$ cat src/rtl/shot_seq.sv
// nshot experiment sequencer with per-channel accumulation-buffer write pointers.
// Optional shot timestamping is enabled by defining SHOT_TIMESTAMP_EN.
module shot_seq #(
  parameter int unsigned NPROC        = 4,
  parameter int unsigned SHOTWIDTH    = 32,
  parameter int unsigned ACCADDRWIDTH = 10,
  parameter int unsigned DELAYWIDTH   = 24,
  parameter int unsigned TOWIDTH      = 32,
  parameter int unsigned TSWIDTH      = 32
) (
  input  logic                          clk_i,
  input  logic                          reset_i,
  input  logic                          stb_start_i,
  input  logic                          stb_abort_i,
  input  logic [SHOTWIDTH-1:0]          nshot_i,
  input  logic [DELAYWIDTH-1:0]         rest_delay_i,
  input  logic [TOWIDTH-1:0]            timeout_i,
  input  logic [NPROC-1:0]              proc_en_i,
  input  logic [NPROC-1:0]              procdone_i,
  input  logic [NPROC-1:0]              nobusy_i,
  input  logic [NPROC-1:0]              accvalid_i,
  input  logic                          resetacc_i,
  input  logic                          acc_wrap_i,
  output logic [NPROC-1:0]              proccorereset_o,
  output logic                          busy_o,
  output logic                          lastshotdone_o,
  output logic [SHOTWIDTH-1:0]          shotcnt_o,
  output logic                          timeout_err_o,
`ifdef SHOT_TIMESTAMP_EN
  output logic [TSWIDTH-1:0]            shot_tstamp_o,
  output logic                          stb_shot_tstamp_o,
`endif
  output logic [NPROC*ACCADDRWIDTH-1:0] addr_accbuf_o,
  output logic [NPROC-1:0]              we_accbuf_o,
  output logic [NPROC-1:0]              acc_full_o
);

  typedef enum logic [2:0] {
    StIdle, StStart, StProcRun, StDrain, StMoreShot, StRest, StDone
  } state_e;

  localparam logic [ACCADDRWIDTH-1:0] AddrMax = '1;

  state_e                  state_q, state_d;
  logic [SHOTWIDTH-1:0]    nshot_q, nshot_d, shotcnt_q, shotcnt_d, nshot_eff;
  logic [DELAYWIDTH-1:0]   rest_delay_q, rest_delay_d, rest_cnt_q, rest_cnt_d;
  logic [TOWIDTH-1:0]      timeout_q, timeout_d, to_cnt_q, to_cnt_d;
  logic [NPROC-1:0]        en_q, en_d, proccorereset_q, proccorereset_d;
  logic                    timeout_err_q, timeout_err_d, lastshotdone_q, lastshotdone_d;
  logic                    all_done, all_idle, timeout_hit, run_d;

  assign all_done    = &(procdone_i | ~en_q);
  assign all_idle    = &(nobusy_i | ~en_q);
  assign nshot_eff   = (nshot_q == '0) ? SHOTWIDTH'(1) : nshot_q;
  assign timeout_hit = (timeout_q != '0) && (to_cnt_q == timeout_q - TOWIDTH'(1));

  always_comb begin
    state_d       = state_q;
    nshot_d       = nshot_q;
    rest_delay_d  = rest_delay_q;
    timeout_d     = timeout_q;
    en_d          = en_q;
    shotcnt_d     = shotcnt_q;
    rest_cnt_d    = rest_cnt_q;
    to_cnt_d      = to_cnt_q;
    timeout_err_d = timeout_err_q;
    unique case (state_q)
      StIdle: begin
        if (stb_start_i) begin
          nshot_d       = nshot_i;
          rest_delay_d  = rest_delay_i;
          timeout_d     = timeout_i;
          en_d          = proc_en_i;
          shotcnt_d     = '0;
          timeout_err_d = 1'b0;
          state_d       = StStart;
        end
      end
      StStart: state_d = StProcRun;
      StProcRun: begin
        if (all_done) begin
          state_d = StDrain;
        end else if (timeout_hit) begin
          timeout_err_d = 1'b1;
          state_d       = StDone;
        end else if (to_cnt_q != '1) begin
          to_cnt_d = to_cnt_q + TOWIDTH'(1);
        end
      end
      StDrain: begin
        if (all_idle) begin
          if (shotcnt_q != '1) shotcnt_d = shotcnt_q + SHOTWIDTH'(1);
          state_d = StMoreShot;
        end
      end
      StMoreShot: begin
        if (shotcnt_q >= nshot_eff) begin
          state_d = StDone;
        end else if (rest_delay_q == '0) begin
          state_d = StStart;
        end else begin
          rest_cnt_d = '0;
          state_d    = StRest;
        end
      end
      StRest: begin
        if (rest_cnt_q == rest_delay_q - DELAYWIDTH'(1)) state_d = StStart;
        else rest_cnt_d = rest_cnt_q + DELAYWIDTH'(1);
      end
      StDone:  state_d = StIdle;
      default: state_d = StIdle;
    endcase
    // Abort drops the run without touching the shot count or error flag.
    if (state_q != StIdle && stb_abort_i) begin
      state_d       = StIdle;
      shotcnt_d     = shotcnt_q;
      timeout_err_d = timeout_err_q;
    end
    if (state_d == StStart) to_cnt_d = '0;
    run_d           = (state_d == StStart) || (state_d == StProcRun) || (state_d == StDrain);
    proccorereset_d = ~({NPROC{run_d}} & en_d);
    lastshotdone_d  = (state_d == StDone) && !timeout_err_d;
  end

  always_ff @(posedge clk_i) begin
    if (reset_i) begin
      state_q         <= StIdle;
      nshot_q         <= '0;
      rest_delay_q    <= '0;
      timeout_q       <= '0;
      en_q            <= '0;
      shotcnt_q       <= '0;
      rest_cnt_q      <= '0;
      to_cnt_q        <= '0;
      timeout_err_q   <= 1'b0;
      proccorereset_q <= '1;
      lastshotdone_q  <= 1'b0;
    end else begin
      state_q         <= state_d;
      nshot_q         <= nshot_d;
      rest_delay_q    <= rest_delay_d;
      timeout_q       <= timeout_d;
      en_q            <= en_d;
      shotcnt_q       <= shotcnt_d;
      rest_cnt_q      <= rest_cnt_d;
      to_cnt_q        <= to_cnt_d;
      timeout_err_q   <= timeout_err_d;
      proccorereset_q <= proccorereset_d;
      lastshotdone_q  <= lastshotdone_d;
    end
  end

  assign proccorereset_o = proccorereset_q;
  assign busy_o          = (state_q != StIdle);
  assign lastshotdone_o  = lastshotdone_q;
  assign shotcnt_o       = shotcnt_q;
  assign timeout_err_o   = timeout_err_q;

  // Accumulation write pointers; lock_q marks a channel parked at the last address.
  logic [NPROC-1:0][ACCADDRWIDTH-1:0] ptr_q, ptr_d, addr_q, addr_d;
  logic [NPROC-1:0]                   we_q, we_d, full_q, full_d, lock_q, lock_d;

  always_comb begin
    ptr_d  = ptr_q;
    addr_d = addr_q;
    full_d = full_q;
    lock_d = lock_q;
    we_d   = '0;
    for (int i = 0; i < NPROC; i++) begin
      if (resetacc_i) begin
        ptr_d[i]  = '0;
        addr_d[i] = '0;
        full_d[i] = 1'b0;
        lock_d[i] = 1'b0;
      end else if (accvalid_i[i] && (acc_wrap_i || !lock_q[i])) begin
        we_d[i]   = 1'b1;
        addr_d[i] = ptr_q[i];
        if (ptr_q[i] == AddrMax) begin
          full_d[i] = 1'b1;
          lock_d[i] = !acc_wrap_i;
          ptr_d[i]  = acc_wrap_i ? '0 : AddrMax;
        end else begin
          ptr_d[i] = ptr_q[i] + ACCADDRWIDTH'(1);
        end
      end
    end
  end

  always_ff @(posedge clk_i) begin
    if (reset_i) begin
      ptr_q  <= '0;
      addr_q <= '0;
      we_q   <= '0;
      full_q <= '0;
      lock_q <= '0;
    end else begin
      ptr_q  <= ptr_d;
      addr_q <= addr_d;
      we_q   <= we_d;
      full_q <= full_d;
      lock_q <= lock_d;
    end
  end

  assign addr_accbuf_o = addr_q;
  assign we_accbuf_o   = we_q;
  assign acc_full_o    = full_q;

`ifdef SHOT_TIMESTAMP_EN
  logic [TSWIDTH-1:0] ts_cnt_q, shot_tstamp_q;
  logic               stb_ts_q;

  always_ff @(posedge clk_i) begin
    if (reset_i) begin
      ts_cnt_q      <= '0;
      shot_tstamp_q <= '0;
      stb_ts_q      <= 1'b0;
    end else begin
      ts_cnt_q <= ts_cnt_q + TSWIDTH'(1);
      stb_ts_q <= (state_d == StStart);
      if (state_d == StStart) shot_tstamp_q <= ts_cnt_q;
    end
  end

  assign shot_tstamp_o     = shot_tstamp_q;
  assign stb_shot_tstamp_o = stb_ts_q;
`else
  logic [TSWIDTH-1:0] unused_tswidth;
  assign unused_tswidth = '0;
`endif

endmodule
$ cat config.mk
export PLATFORM = sky130hd
export DESIGN_NAME = shot_seq
export DESIGN_NICKNAME = d
export VERILOG_FILES = /design/src/rtl/shot_seq.sv
export SDC_FILE = /design/constraint.sdc
export NUM_CORES = 1
export LEC_CHECK = 0
export ABC_CLOCK_PERIOD_IN_PS = 5600
export BUFFER_PORTS_ARGS = -buffer_cell sky130_fd_sc_hd__buf_2
export CORE_MARGIN = 2
export CORE_UTILIZATION = 45
export DETAILED_ROUTE_END_ITERATION = 10
export SYNTH_ARGS = -nofsm -noshare
export SYNTH_HDL_FRONTEND = slang
export SYNTH_SLANG_ARGS = --single-unit
$ cat constraint.sdc
create_clock -name clk_i -period 5.6 [get_ports clk_i]
set_clock_uncertainty 0.2 [all_clocks]
set_input_delay 0.28 -clock clk_i [delete_from_list [all_inputs] [get_ports clk_i]]
set_output_delay 0.28 -clock clk_i [all_outputs]
set_load 0.01 [all_outputs]
After elaboration in Yosys (flattened, before gate mapping) --
Cells that the tools add are included.
Storage, ports and cells: bits in registers 281, input port bits 110, word-level logic and storage cells 141
Cells by class: add/sub/neg operators 9, $lt $le $gt $ge 1, eq/ne operators 23, muxes and demuxes 34, bitwise logic cells 8, reduce and logical (&&, ||, !) cells 38
Operator list (number):
- $mux W32 | 4
- $mux W24 | 3
- $add A32 B1 Y32 const B | 2
- $ne A32 B32 Y1 const B | 2
- $pmux W32 S2 | 1
- $mux W10 | 5
- $pmux W24 S2 | 1
- $add A10 B1 Y10 const B | 4
- $eq A10 B10 Y1 const B | 4
- $eq A32 B32 Y1 | 1
- $ge A32 B32 Y1 | 1
- $logic_not A32 Y1 | 1
- $reduce_bool A32 Y1 | 1
- $sub A32 B1 Y32 const B | 1
- $add A24 B1 Y24 const B | 1
- $eq A24 B24 Y1 | 1
- $logic_not A24 Y1 | 1
- $mux W3 | 8
- $sub A24 B1 Y24 const B | 1
- $pmux W3 S6 | 1
- $reduce_and A4 Y1 | 4
- $eq A3 B2 Y1 const B | 4
- $ne A2 B2 Y1 const B | 6
- $reduce_and A2 Y1 | 5
- 17 further kinds | 50

Depth between registers and ports, before layout --
word-level depth 12, gate-level depth with buffers 15, depth with buffers taken out 13

Worst setup path before layout --
No wires, ideal clock.
path type reg2reg, start register timeout_q[8], end register lastshotdone_q (netlist: lastshotdone_o), library setup time 61 ps, arrival time 3614 ps, data required time 5339 ps, slack 1724 ps, cell stages (with the launch flop) 14, path buffers 4, period minus slack after synthesis 3876 ps, cells stage by stage dfxtp_1 > buf_6 > or4_1 > or3_1 > buf_2 > or4_1 > mux2_4 > nor4_2 > o2111ai_1 > a2111oi_4 > buf_6 > buf_8 > a21oi_4 > and4bb_1
Between the ends: cells in the longest elaborated chain, start to end 9, elaborated cells on any way between the ends 15
Ends and longest elaborated chain:
- start, declared | line 47 | logic [TOWIDTH-1:0] timeout_q, timeout_d, to_cnt_q, to_cnt_d;
- start signal, assigned | line 142 | timeout_q <= timeout_d;
- $sub A32 B1 Y32 | line 55 | assign timeout_hit = (timeout_q != '0) && (to_cnt_q == timeout_q - TOWIDTH'(1));
- $eq A32 B32 Y1 | line 55
- $logic_and A1 B1 Y1 * | line 55
- $mux W3 / $mux W1 (equally long branches) | line 83 | end else if (timeout_hit) begin
- $mux W3 / $mux W1 (equally long branches) | line 81 | if (all_done) begin
- $pmux W3 S6 / $pmux W1 S2 (equally long branches) | line 67 | unique case (state_q)
- $mux W3 / $mux W1 (equally long branches) | line 114 | if (state_q != StIdle && stb_abort_i) begin
- $eq A3 B3 Y1 / $logic_not A1 Y1 (equally long branches) | line 122 | lastshotdone_d = (state_d == StDone) && !timeout_err_d;
- $logic_and A1 B1 Y1 * | line 122
- end signal, assigned | line 149 | lastshotdone_q <= lastshotdone_d;
- end, declared | line 49 | logic timeout_err_q, timeout_err_d, lastshotdone_q, lastshotdone_d;
Mark *: on every way between the ends. The rest lies on a longest branch, timed or not. A chain may end at the register's enable or synchronous reset.

Worst setup path after layout --
start register timeout_q[0], end register to_cnt_q[29]
Between the ends: cells in the longest elaborated chain, start to end 9, elaborated cells on any way between the ends 12
Ends and longest elaborated chain:
- $sub A32 B1 Y32 | line 55
- $eq A32 B32 Y1 | line 55
- $logic_and A1 B1 Y1 * | line 55
- $mux W3 | line 83
- $mux W3 | line 81
- $pmux W3 S6 | line 67
- $mux W3 | line 114
- $eq A3 B1 Y1 | line 119 | if (state_d == StStart) to_cnt_d = '0;
- $reduce_or A2 Y1 (no line)
- end signal, assigned | line 146 | to_cnt_q <= to_cnt_d;
- end, declared | line 47
Marks and branches as above.

==> results by group <==
Placed design
  – Dpl ws: 1.029 ns
  – Cells after DPL: 2403
  – Gpl congestion: 0.8896
  – DP HPWL: 29360 um
  – Port Buf Inserts: 196

Timing
  – RSZ-0062 raised after global routing: no
  – Setup ws final: 1.015 ns
  – Rel. slew slack: 24.69%
  – Final Setup Violations: 0
  – Worst slew pin tran: 1.127 ns
  – Setup TNS Final: 0 ns
  – Max Slew Vio Count: 0
  – Fin. Hold Viols: 0
  – Post-layout min period: 4.585 ns
  – Fmax: 0.2181 GHz
  – Fin crit share: 81.88%

Power
  – Peak supply drop: 0.0002312 V
  – P per Cell Area: 285.8 nW/um^2
  – Pwr Total: 5.089 mW
  – Static Leak: 6.727 nW

Clocking
  – Num CTS Buffers: 35
  – Post_cts resized: 0
  – Clock transition at the registers of the reported paths: 0.06 ns
  – Root buffer cell: clkbuf_16
  – Clk_lat worst skew: 0.50 ns
  – Hold buffers post-CTS: 95
  – Post-CTS Setup Inserts: 0
  – Clock Path Buffers: 3
  – CTS tree: yes
  – H-tree levels: 2
  – CTS sink cnt: 281

Critical path
  – Crit path max fanout: 15
  – Slowest library cell on the worst path: a2111oi_4
  – CP startpoint kind: flop
  – Worst path most repeated cell: or4_1
  – Kind of critical path: reg2reg
  – Crit path cell chain: or4_1 -> or3_1 -> nor4_1 -> mux2i_1 -> a22oi_1 -> a2111o_1 -> a2111oi_4 -> buf_4 -> or4_1 -> a21oi_2
  – Arrival time at the worst endpoint: 4.76 ns
  – Buf/Inv on CP: 1
  – CP top delay family: simple AND/OR/NAND/NOR gates
  – Slowest cell delay on critical path: 0.75 ns
  – WP data required: 5.78 ns
  – Setup crit end kind: flop

Detailed routing
  – Routed len/inst: 16.45 um
  – ANT nets after route: 0
  – Via/cell ratio: 5.591
  – Total number of vias: 14.28k
  – Detailed Route Iter0 Violations: 862
  – DRC: 0
  – Final WL: 42020 um
  – DRT Pass-1 Iters: 5

Synth
  – Syn_area_per_cell: 7.727 um^2
  – EDFF count, synth: 0
  – Syn Nets: 2040
  – Share of synthesized registers carrying an async set or reset: 0%
  – #FFs+latches synth: 281
  – Top FF cell, synth: dfxtp_1
  – Warnings, synthesis: 0
  – Yosys cell types: 77
  – Post-synthesis cell area: 14580 um^2
  – Sequential share of the synthesized area: 38.58%
  – Gate Count Post-Synth: 1887

Floorplan
  – Num ports: 197
  – Total die area: 33860 um^2
  – Initial cell density of the core: 45.97%
  – Rows: 65
  – Die Width: 184 um
  – Die height: 184 um
  – Core box area: 31720 um^2

Finish
  – Final nets: 2286
  – Finished Layout Cells: 2554
  – Layout Utilization: 56.14%
  – Most frequent cells in the layout: nand2_1 (363), dfxtp_1 (281), a21oi_1 (260), buf_2 (195), nor2_1 (115)
  – Share of cells above drive strength 1: 13.39%
  – Most common cell after layout, fill and taps aside: nand2_1
  – P&R area growth vs syn: 22.12%

GRT
  – Largest net degree at the start of global routing: 94
  – First-pass GRT wire length: 67500 um
  – Initial antenna violation count: 2
  – Busiest grt layer: met2
  – Grt met3 use: 3.823%
  – GRT met1 Usage: 31.96%
  – Met2 Track Usage GR: 40.66%
  – Overall routing resource usage: 24.37%
  – Grt total ovfl: 0
  – Number of global-route vias before repair: 13.25k

Job
  – Max Cap Viol: 0

Worst hold path
  – Hold Crit Class: in2reg

Run status
  – Status: complete, no violations
[Yosys cell counts, types with 33 or more instances]
master	number	area, um^2
xnor2_1	59	516.8
ha_1	43	538.0
nand2_1	363	1363
clkbuf_1	88	330.3
inv_1	70	262.8
and3_1	33	206.5
nor2_1	115	431.7
or4_1	47	352.8
nand4_1	44	275.3
xor2_1	45	394.1
o21ai_0	65	325.3
nand3_1	50	250.2
or3_1	39	244.0
a21oi_1	260	1301
dfxtp_1	281	5625
[flip-flops by register name (all words and copies together) (netlist names)]
signal           flops
rest_delay_q        24
lastshotdone_o       1
timeout_q           32
lock_q               4
acc_full_o           4
ptr_q               40
proccorereset_o      4
rest_cnt_q          24
en_q                 4
shotcnt_o           32
to_cnt_q            32
we_accbuf_o          4
nshot_q             32
timeout_err_o        1
addr_accbuf_o       40
state_q              3
[per-stage QoR]
step	area, um^2	hold slack, ns
final	17810	0.01822
after global routing	17810	0.03847
after CTS	17800	0.006594
after detailed placement	15820	0.2451
after global placement	15820	0.2414
after floorplan	14580	0.2160
[cell type report]
| type | instances | area, um^2 |
|---|---|---|
| Fill cell | 3026 | 13910 |
| Multi-Input combinational cell | 1435 | 8294 |
| Sequential cell | 281 | 5625 |
| Timing Repair Buffer | 310 | 2090 |
| Clock buffer | 49 | 988.4 |
| Tap cell | 402 | 503.0 |
| Inverter | 70 | 262.8 |
| Clock inverter | 6 | 40.04 |
| Antenna cell | 1 | 2.502 |
[metal layers]
layer,part of all wire (%),vias up
met3,4.4,84
met5,0.026,-
met2,47,305
met1,46,6701
met4,3.1,2
li1,-,7188
[cells by family (layout without fill, tap and decap cells)]
group	count (synthesis)	after routing	synth area share (%)
other	0	1	0
adder cells (fa/ha/maj)	43	43	3.690
flip-flops	281	281	38.58
AND/OR/NAND/NOR	827	827	27.87
buffers and inverters	171	435	4.745
AO/OA/AOI/OAI	455	455	18.41
XOR/XNOR	104	104	6.247
multiplexers	6	6	0.4548
[power by group]
| group | total [mW] | switching (mW) | leakage [nW] | internal (mW) |
|---|---|---|---|---|
| logic | 0.852 | 0.505 | 3.94 | 0.347 |
| clock network | 2.07 | 0.849 | 0.505 | 1.22 |
| registers | 2.17 | 0.0940 | 2.28 | 2.07 |
| total | 5.09 | 1.45 | 6.73 | 3.64 |
[tightest hold or removal path: stages]
cell,delay (ns)
buf_2,0.19
nand2_1,0.08
nand2_1,0.06
nor2_1,0.07
[final timing paths]
path,endpoint,cells after the start,slack (ns),start
worst max-delay path,to_cnt_q[29],10,1.01,timeout_q[0]
worst min-delay path,lock_q[0],4,0.02,acc_wrap_i
worst max register to register,to_cnt_q[29],10,1.01,timeout_q[0]
worst min register to register,addr_accbuf_o[25],2,0.25,addr_accbuf_o[25]
Power figures use the tool's default switching activity.
